$ cat src/rtl/div_iter32_pkg.sv
// div_iter32_pkg: shared types and constants for the iterative signed divider.
// Latency: n/a (declarations only).  Backpressure: n/a.
// Contents: FSM state encoding, default widths, INT_MIN, exception codes.
package div_iter32_pkg;

  localparam int DIV_WIDTH = 32;
  localparam int DIV_CNT_W = 6;

  // Most negative two's-complement value; its magnitude is only representable unsigned.
  localparam logic [DIV_WIDTH-1:0] INT_MIN = 32'h8000_0000;

  // Exception flag values driven on data_exception.
  localparam logic EXC_NONE  = 1'b0;
  localparam logic EXC_FAULT = 1'b1;

  typedef enum logic [1:0] {
    S_IDLE = 2'd0,
    S_RUN  = 2'd1,
    S_FIX  = 2'd2,
    S_DONE = 2'd3
  } state_t;

endpackage

$ cat src/rtl/div_iter32_step.sv
// div_iter32_step: one combinational restoring-division step (shift, trial subtract, restore).
// Latency: combinational.  Backpressure: none; the caller decides when to register the result.
// Ports: rem/quo = current partial remainder and quotient shift register, dvs = |divisor|;
//        rem_nxt/quo_nxt = values after this step.
module div_iter32_step #(
  parameter int WIDTH = 32
) (
  input  logic [WIDTH:0]   rem,
  input  logic [WIDTH-1:0] quo,
  input  logic [WIDTH-1:0] dvs,
  output logic [WIDTH:0]   rem_nxt,
  output logic [WIDTH-1:0] quo_nxt
);

  logic [WIDTH:0] rem_sh;
  logic [WIDTH:0] trial;

  // Bring the next dividend bit (MSB of the quotient register) into the remainder.
  assign rem_sh = {rem[WIDTH-1:0], quo[WIDTH-1]};
  // Remainder stays below |divisor| <= 2^(WIDTH-1), so a WIDTH+1 bit trial never wraps
  // and its top bit is a reliable sign.
  assign trial  = rem_sh - {1'b0, dvs};

  always_comb begin
    rem_nxt = rem_sh;
    quo_nxt = {quo[WIDTH-2:0], 1'b0};
    if (!trial[WIDTH]) begin
      rem_nxt = trial;
      quo_nxt = {quo[WIDTH-2:0], 1'b1};
    end
  end

endmodule

$ cat src/rtl/div_iter32.sv
// div_iter32: multi-cycle signed integer divider, quotient truncated toward zero.
// Latency: fixed, data_resultRDY pulses 33 cycles after the ctrl_div edge for any operands.
// Backpressure: none; a new ctrl_div pulse abandons any operation in flight and restarts.
// Ports: clock, reset (sync, active-high), ctrl_div (start pulse, operands sampled same edge),
//        data_operandA/B (dividend/divisor), data_result, data_exception, data_resultRDY.
module div_iter32
  import div_iter32_pkg::*;
#(
  parameter int WIDTH = DIV_WIDTH,
  parameter int CNT_W = DIV_CNT_W
) (
  input  logic             clock,
  input  logic             reset,
  input  logic             ctrl_div,
  input  logic [WIDTH-1:0] data_operandA,
  input  logic [WIDTH-1:0] data_operandB,
  output logic [WIDTH-1:0] data_result,
  output logic             data_exception,
  output logic             data_resultRDY
);

  localparam logic [WIDTH-1:0] MIN_VAL  = {1'b1, {(WIDTH-1){1'b0}}};
  localparam logic [CNT_W-1:0] LAST_CNT = CNT_W'(WIDTH - 1);

  state_t           state;
  logic [CNT_W-1:0] count;
  logic [WIDTH:0]   rem;
  logic [WIDTH-1:0] quo;
  logic [WIDTH-1:0] div_mag;
  logic             q_neg;
  logic             exc;

  logic [WIDTH-1:0] a_mag;
  logic [WIDTH-1:0] b_mag;
  logic             start_exc;
  logic [WIDTH:0]   rem_nxt;
  logic [WIDTH-1:0] quo_nxt;

  // Magnitudes are treated as unsigned, so negating MIN_VAL yields 2^(WIDTH-1) correctly.
  assign a_mag     = data_operandA[WIDTH-1] ? -data_operandA : data_operandA;
  assign b_mag     = data_operandB[WIDTH-1] ? -data_operandB : data_operandB;
  assign start_exc = (data_operandB == '0) ||
                     ((data_operandA == MIN_VAL) && (data_operandB == '1));

  div_iter32_step #(.WIDTH(WIDTH)) u_step (
    .rem     (rem),
    .quo     (quo),
    .dvs     (div_mag),
    .rem_nxt (rem_nxt),
    .quo_nxt (quo_nxt)
  );

  always_ff @(posedge clock) begin
    if (reset) begin
      state          <= S_IDLE;
      count          <= '0;
      rem            <= '0;
      quo            <= '0;
      div_mag        <= '0;
      q_neg          <= 1'b0;
      exc            <= EXC_NONE;
      data_result    <= '0;
      data_exception <= EXC_NONE;
      data_resultRDY <= 1'b0;
    end else if (ctrl_div) begin
      // Restart from any state; an operation in flight is dropped without a RDY pulse.
      state          <= S_RUN;
      count          <= '0;
      rem            <= '0;
      quo            <= a_mag;
      div_mag        <= b_mag;
      q_neg          <= data_operandA[WIDTH-1] ^ data_operandB[WIDTH-1];
      exc            <= start_exc ? EXC_FAULT : EXC_NONE;
      data_resultRDY <= 1'b0;
    end else begin
      data_resultRDY <= 1'b0;
      unique case (state)
        S_IDLE: state <= S_IDLE;
        S_RUN: begin
          rem   <= rem_nxt;
          quo   <= quo_nxt;
          count <= count + 1'b1;
          if (count == LAST_CNT) state <= S_FIX;
        end
        S_FIX: begin
          // Negating a zero quotient gives zero, so no -0 special case is needed.
          data_result    <= exc ? '0 : (q_neg ? -quo : quo);
          data_exception <= exc;
          data_resultRDY <= 1'b1;
          state          <= S_DONE;
        end
        S_DONE:  state <= S_IDLE;
        default: state <= S_IDLE;
      endcase
    end
  end

endmodule

$ cat config.mk
export PLATFORM = sky130hd
export DESIGN_NAME = div_iter32
export DESIGN_NICKNAME = d
export VERILOG_FILES = /design/src/rtl/div_iter32_pkg.sv /design/src/rtl/div_iter32_step.sv /design/src/rtl/div_iter32.sv
export SDC_FILE = /design/constraint.sdc
export NUM_CORES = 1
export LEC_CHECK = 0
export ABC_AREA = 1
export BUFFER_PORTS_ARGS = -buffer_cell sky130_fd_sc_hd__buf_2
export CELL_PAD_IN_SITES_DETAIL_PLACEMENT = 1
export CELL_PAD_IN_SITES_GLOBAL_PLACEMENT = 1
export CORE_ASPECT_RATIO = 1.1
export CORE_UTILIZATION = 35
export DETAILED_ROUTE_END_ITERATION = 16
export PLACE_DENSITY = 0.72
export SLEW_MARGIN = 20
export SYNTH_ARGS = -nofsm -noshare
export SYNTH_HDL_FRONTEND = slang
export SYNTH_SLANG_ARGS = --single-unit
$ cat constraint.sdc
create_clock -name clock -period 2.5 [get_ports clock]
set_input_delay 0 -clock clock [delete_from_list [all_inputs] [get_ports clock]]
set_output_delay 0 -clock clock [all_outputs]
set_load 0.01 [all_outputs]
== Word level (Yosys, flattened, before mapping) ==
Cells that the tools add are included.

* Flip-flop bits (word level): 140
* Bits in latches: 0
* Bits in writable memories: 0
* Bits in read-only memories: 0
* Input port bits: 67
* Output and inout bits: 34
* Word-level logic and storage cells: 47
* Memories kept: 0

* Add/subtract/negate cells: 5
* $mul: 0
* Div/mod/pow operators: 0
* Magnitude comparators: 0
* Equal/unequal tests: 8
* Shifts and indexed selects: 0
* Muxes and demuxes: 13
* Bitwise gates (word level): 2
* Reductions and logical operators: 8

{| class="wikitable"
|+ Operators with widths
! kind !! number
|-
| 32-bit two-way mux || 7
|-
| 32-bit negator || 3
|-
| 32-bit == test, second input constant || 2
|-
| 33-bit by 32-bit subtractor with 33-bit output || 1
|-
| 32-bit logical NOT || 1
|-
| 6-bit by 1-bit adder with 6-bit output, second input constant || 1
|-
| 6-bit by 5-bit == test with 1-bit output, second input constant || 1
|-
| 2-bit one-hot mux with 3 select lines || 1
|-
| 2-bit == test, second input constant || 2
|-
| 1-bit two-way mux || 4
|-
| 2-bit OR reduction || 2
|-
| 3-bit != test, second input constant || 1
|-
| 2-bit by 1-bit == test with 1-bit output, second input constant || 1
|-
| 2-bit logical NOT || 1
|-
| 2-bit two-way mux || 1
|-
| 2-bit != test, second input constant || 1
|-
| 2-bit AND reduction || 1
|-
| 2-bit nonzero test || 1
|-
| 1-bit logical AND || 1
|-
| 1-bit logical OR || 1
|-
| 1-bit inverter || 1
|-
| 1-bit XOR || 1
|}

== Logic depth before layout (Yosys ltp) ==
* Word-level depth: 4
* Mapped depth: 19

== By module ==
From an unflattened synthesis, not the netlist that was laid out.

* Cells, all modules: 1,958
* Area, all modules: 11,252.0 µm²

{| class="wikitable"
|+ Modules (own cells, without submodules)
! module !! instances !! cells an instance !! area each (µm²)
|-
| div_iter32 || 1 || 1,308 || 8,116.5
|-
| div_iter32_step || 1 || 650 || 3,135.5
|}

== Worst setup path before layout ==
Ideal clock, no wire load.

* Kind: reg2reg
* Start point: reg quo[31]
* End point: reg rem[30]
* Library setup time: 0.132 ns
* Arrival time: 2.027 ns
* Path slack: 0.341 ns
* Cell stages (with the launch flop): 19
* Buffers on the path: 1
* Clock period less this slack: 2.159 ns
* Cells stage by stage: dfxtp_1 -> inv_1 -> ha_1 -> fa_1 -> inv_1 -> nand2_1 -> nand2_1 -> nand3_1 -> nand2_2 -> nand2_2 -> nand2_2 -> nand2_2 -> nand3_1 -> nand2_4 -> buf_6 -> nand2_1 -> nand2_1 -> nand2_1 -> a21oi_2

* Cells in the longest elaborated chain, start to end: 2

{| class="wikitable"
|+ Ends and longest elaborated chain
! element !! line !! RTL
|-
| start: declaration || div_iter32.sv:28 || <nowiki>logic [WIDTH-1:0] quo;</nowiki>
|-
| start signal: assignment || div_iter32.sv:70 || <nowiki>quo <= a_mag;</nowiki>
|-
| start signal: assignment || div_iter32.sv:81 || <nowiki>quo <= quo_nxt;</nowiki>
|-
| 33-bit by 32-bit subtractor with 33-bit output || div_iter32_step.sv:22 || <nowiki>assign trial = rem_sh - {1'b0, dvs};</nowiki>
|-
| 32-bit two-way mux || div_iter32_step.sv:27 || <nowiki>if (!trial[WIDTH]) begin</nowiki>
|-
| end signal: assignment || div_iter32.sv:80 || <nowiki>rem <= rem_nxt;</nowiki>
|-
| end: declaration || div_iter32.sv:27 || <nowiki>logic [WIDTH:0] rem;</nowiki>
|}

Every way passes these cells.
A chain may end at the register's enable or synchronous reset.

== Worst setup path in the final report ==
* Start point: reg div_mag[19]
* End point: reg rem[30]

* Cells in the longest elaborated chain, start to end: 2

{| class="wikitable"
|+ Ends and longest elaborated chain
! element !! line !! RTL
|-
| start: declaration || div_iter32.sv:29 || <nowiki>logic [WIDTH-1:0] div_mag;</nowiki>
|-
| start signal: assignment || div_iter32.sv:71 || <nowiki>div_mag <= b_mag;</nowiki>
|-
| 33-bit by 32-bit subtractor with 33-bit output || div_iter32_step.sv:22 ||
|-
| 32-bit two-way mux || div_iter32_step.sv:27 ||
|}

Every way passes these cells.

==> flow_metrics.env <==
export IMPL_drv_slew=0
export IMPL_slowest_delay_ns=0.38
export IMPL_ys_seq_area_share_pct=25.4
export IMPL_dp_final_hpwl_mm=33.5
export IMPL_fillers=4280
export IMPL_fp_row_count=67
export IMPL_p_total_mw=6.75
export IMPL_dr_first_iter_drc_count=587
export IMPL_die_area_um2=32200
export IMPL_via_count=12507
export IMPL_htree_levels=4
export IMPL_pwr_share_seq_pct=35.5
export IMPL_period_needed_ns=2.34
export IMPL_worstPathCellList="inv_1 > ha_1 > nand2_2 > inv_1 > nand2_1 > nand2_1 > nand2_1 > nand2_1 > a21oi_2 > nand3_1 > nand2_4 > buf_12 > nand2_2 > nand2_1 > nand2_1 > a21oi_2"
export IMPL_clkPwrFrac_pct=41.3
export IMPL_initial_utilization_pct=35.9
export IMPL_syn_cell_area_um2=11000
export IMPL_max_freq_mhz=428
export IMPL_clkSinkCount=140
export IMPL_grt_pass1_vias=12827
export IMPL_grt_use_total_pct=27.4
export IMPL_synth_most_common_cell="nand2_1"
export IMPL_detail_route_antenna_nets=0
export IMPL_yosysTopAreaCellShare_pct=25.4
export IMPL_drive_gt1_share_pct=10.5
export IMPL_ir_drop_uv=395
export IMPL_syn_to_final_growth_pct=19.3
export IMPL_synth_edf_count=0
export IMPL_die_x_um=171
export IMPL_synth_commonest_cells="609 x nand2_1, 309 x inv_1, 161 x nor2_1"
export IMPL_synth_cells=1908
export IMPL_ys_top_cells_by_area="dfxtp_1 25%, nand2_1 21%, inv_1 11%, nand3_1 6.5%, a21oi_1 6.4%"
export IMPL_slew_headroom_pct=45.1
export IMPL_grt_max_degree=44
export IMPL_path_common_cell="nand2_1"
export IMPL_critPathRequiredTime_ns=2.86
export IMPL_drc=0
export IMPL_synth_nets=2015
export IMPL_synth_ff_type="dfxtp_1"
export IMPL_numCtsBuffers=17
export IMPL_dr_pass1_iters=4
export IMPL_path_buf_inv=3
export IMPL_io_pins=101
export IMPL_wl_per_cell_um=17.7
export IMPL_worst_setup_path_start_kind="register"
export IMPL_via_per_inst=5.08
export IMPL_crit_start="div_mag[19]"
export IMPL_worstMarginPinSlew_ns=0.819
export IMPL_finClkSkew_ns=0.0173
export IMPL_switching_power_mw=2.33
export IMPL_drt_wl_total_mm=43.5
export IMPL_finalSetupTns_ns=0
export IMPL_crit_path_end_kind="register"
export IMPL_gp_congestion=0.934
export IMPL_ys_seq_elements=140
export IMPL_arrival_ns=2.70
export IMPL_p_int_mw=4.42
export IMPL_yosysTopAreaCell="dfxtp_1"
export IMPL_min_from="data_operandA[29]"
export IMPL_slowest_stage="ha_1"
export IMPL_placedCellCount=2392
export IMPL_crit_family="simple AND/OR/NAND/NOR gates"
export IMPL_p_sw_share_pct=34.5
export IMPL_antenna_found_initial=1
export IMPL_grt_first_pass_wirelength_mm=68.2
export IMPL_ys_types=47
export IMPL_timing_final_crit_share_pct=93.5
export IMPL_stdcell_count=2462
export IMPL_hold_viol=0
export IMPL_cp_max_fo=16
export IMPL_nets=2141
export IMPL_status="complete, no violations"
export IMPL_leakagePower_nw=6.38
export IMPL_power_frac_comb_pct=23.2
export IMPL_r2r_start="div_mag[19]"
export IMPL_avgSynthCellArea_um2=5.78
export IMPL_core_area_um2=30700
export IMPL_ys_warn_count=0
export IMPL_worstSetupPathType="reg -> reg"
export IMPL_cts_tree="done"
export IMPL_clkTransAtPathRegs_ns=0.07
export IMPL_io_buffers=100
export IMPL_synthArstFlopShare_pct=0
export IMPL_setup_viol=0
export IMPL_root_buffer="clkbuf_16"
export IMPL_grt_ovfl_total=0
export IMPL_insertion_delay_ns=0.44
export IMPL_dieHeight_um=188
export IMPL_power_density_nw_per_um2=514
export IMPL_hold_class="in -> reg"
export IMPL_maxCapViolCount=0
export IMPL_clockBufferDepth=2
-- placed cells by master (no fill, tap or decap), drive strengths merged, types with 28 or more instances in the layout --
master / instances
nand2: 624
inv: 318
nor2: 169
nand3: 145
a21oi: 144
dfxtp: 140
buf: 135
o21ai: 99
xor2: 42
ha: 39
dlygate4sd3: 35
nand4: 28
nor3: 28
-- cell families after synthesis --
group / after synthesis / share of synthesized area (%)
DFF: 140 / 25.4
buffers and inverters: 378 / 13.3
and+or+nand+nor: 1014 / 38.5
adders and majority gates: 40 / 4.61
AOI/OAI and AO/OA: 286 / 14.1
xor gates and xnor gates: 50 / 3.97
-- path summary, 6_finish.rpt --
check / endpoint / slack [ns] / cells after the start
worst min-delay path: quo[29] / 0.01 / 5
worst min register to register: data_result[13] / 0.46 / 2
worst max register to register: rem[30] / 0.16 / 16
worst max-delay path: rem[30] / 0.16 / 16
-- per-stage QoR --
stage                     hold slack [ns]  worst slack (ns)  instance area [um2]  utilization, %
final                              0.0130             0.162                13100            42.8
after global routing               0.0285           -0.0112                13100            42.8
after CTS                         0.00195            0.0527                13000            42.5
after detailed placement            0.318            0.0772                12100            39.4
after global placement              0.318             0.180                12100            39.4
after floorplan                     0.141             0.341                11000               -
-- power by group through the flow --
stage               Clock, mW  Sequential (mW)  Combinational [mW]
finish                   2.79             2.40                1.57
global route             2.93             2.41                1.74
CTS                      2.83             2.40                1.55
global placement            0             2.44                1.47
detailed placement          0             2.45                1.49
floorplan                   0             2.42               0.957
-- worst min-delay path, cell delays in order --
cell and delay, ns:
buf_2 0.12, xnor2_1 0.12, nand2_1 0.05, nand2_1 0.05, a21oi_1 0.05
-- final cells by class --
| class | instances | area [um2] | area share [%] |
|---|---|---|---|
| clock buffers | 19 | 433 | 3.29 |
| diodes | 1 | 2.50 | 0.0190 |
| repair buffers | 171 | 1230 | 9.33 |
| clock inverters | 13 | 183 | 1.39 |
| multi-input cells | 1390 | 6800 | 51.7 |
| flip-flops and latches | 140 | 2800 | 21.3 |
| inverters | 314 | 1180 | 8.97 |
| well taps | 414 | 518 | 3.94 |
-- what timing repair did --
action                                 in CTS  in global routing
hold buffers                               35                  0
buffers inserted                            0                  1
endpoints found under the hold margin      34                  0
resized for setup                           0                 13
setup endpoints to repair                   0                 35
-- registers in the layout (all words and copies together), names as in the netlist --
register        count
div_mag            32
data_result        32
state               2
q_neg               1
data_resultRDY      1
rem                32
exc                 1
data_exception      1
quo                32
count               6
-- metal layers --
layer	routed length, um	vias to the layer above	GRT usage, %	share of wire (%)
met2	22600	207	51.2	52
met3	1090	70	3.19	2.5
li1	-	6280	-	-
met5	0	-	0	0
met4	1690	0	11.0	3.9
met1	18200	5950	30.9	42
Power figures use the tool's default switching activity.
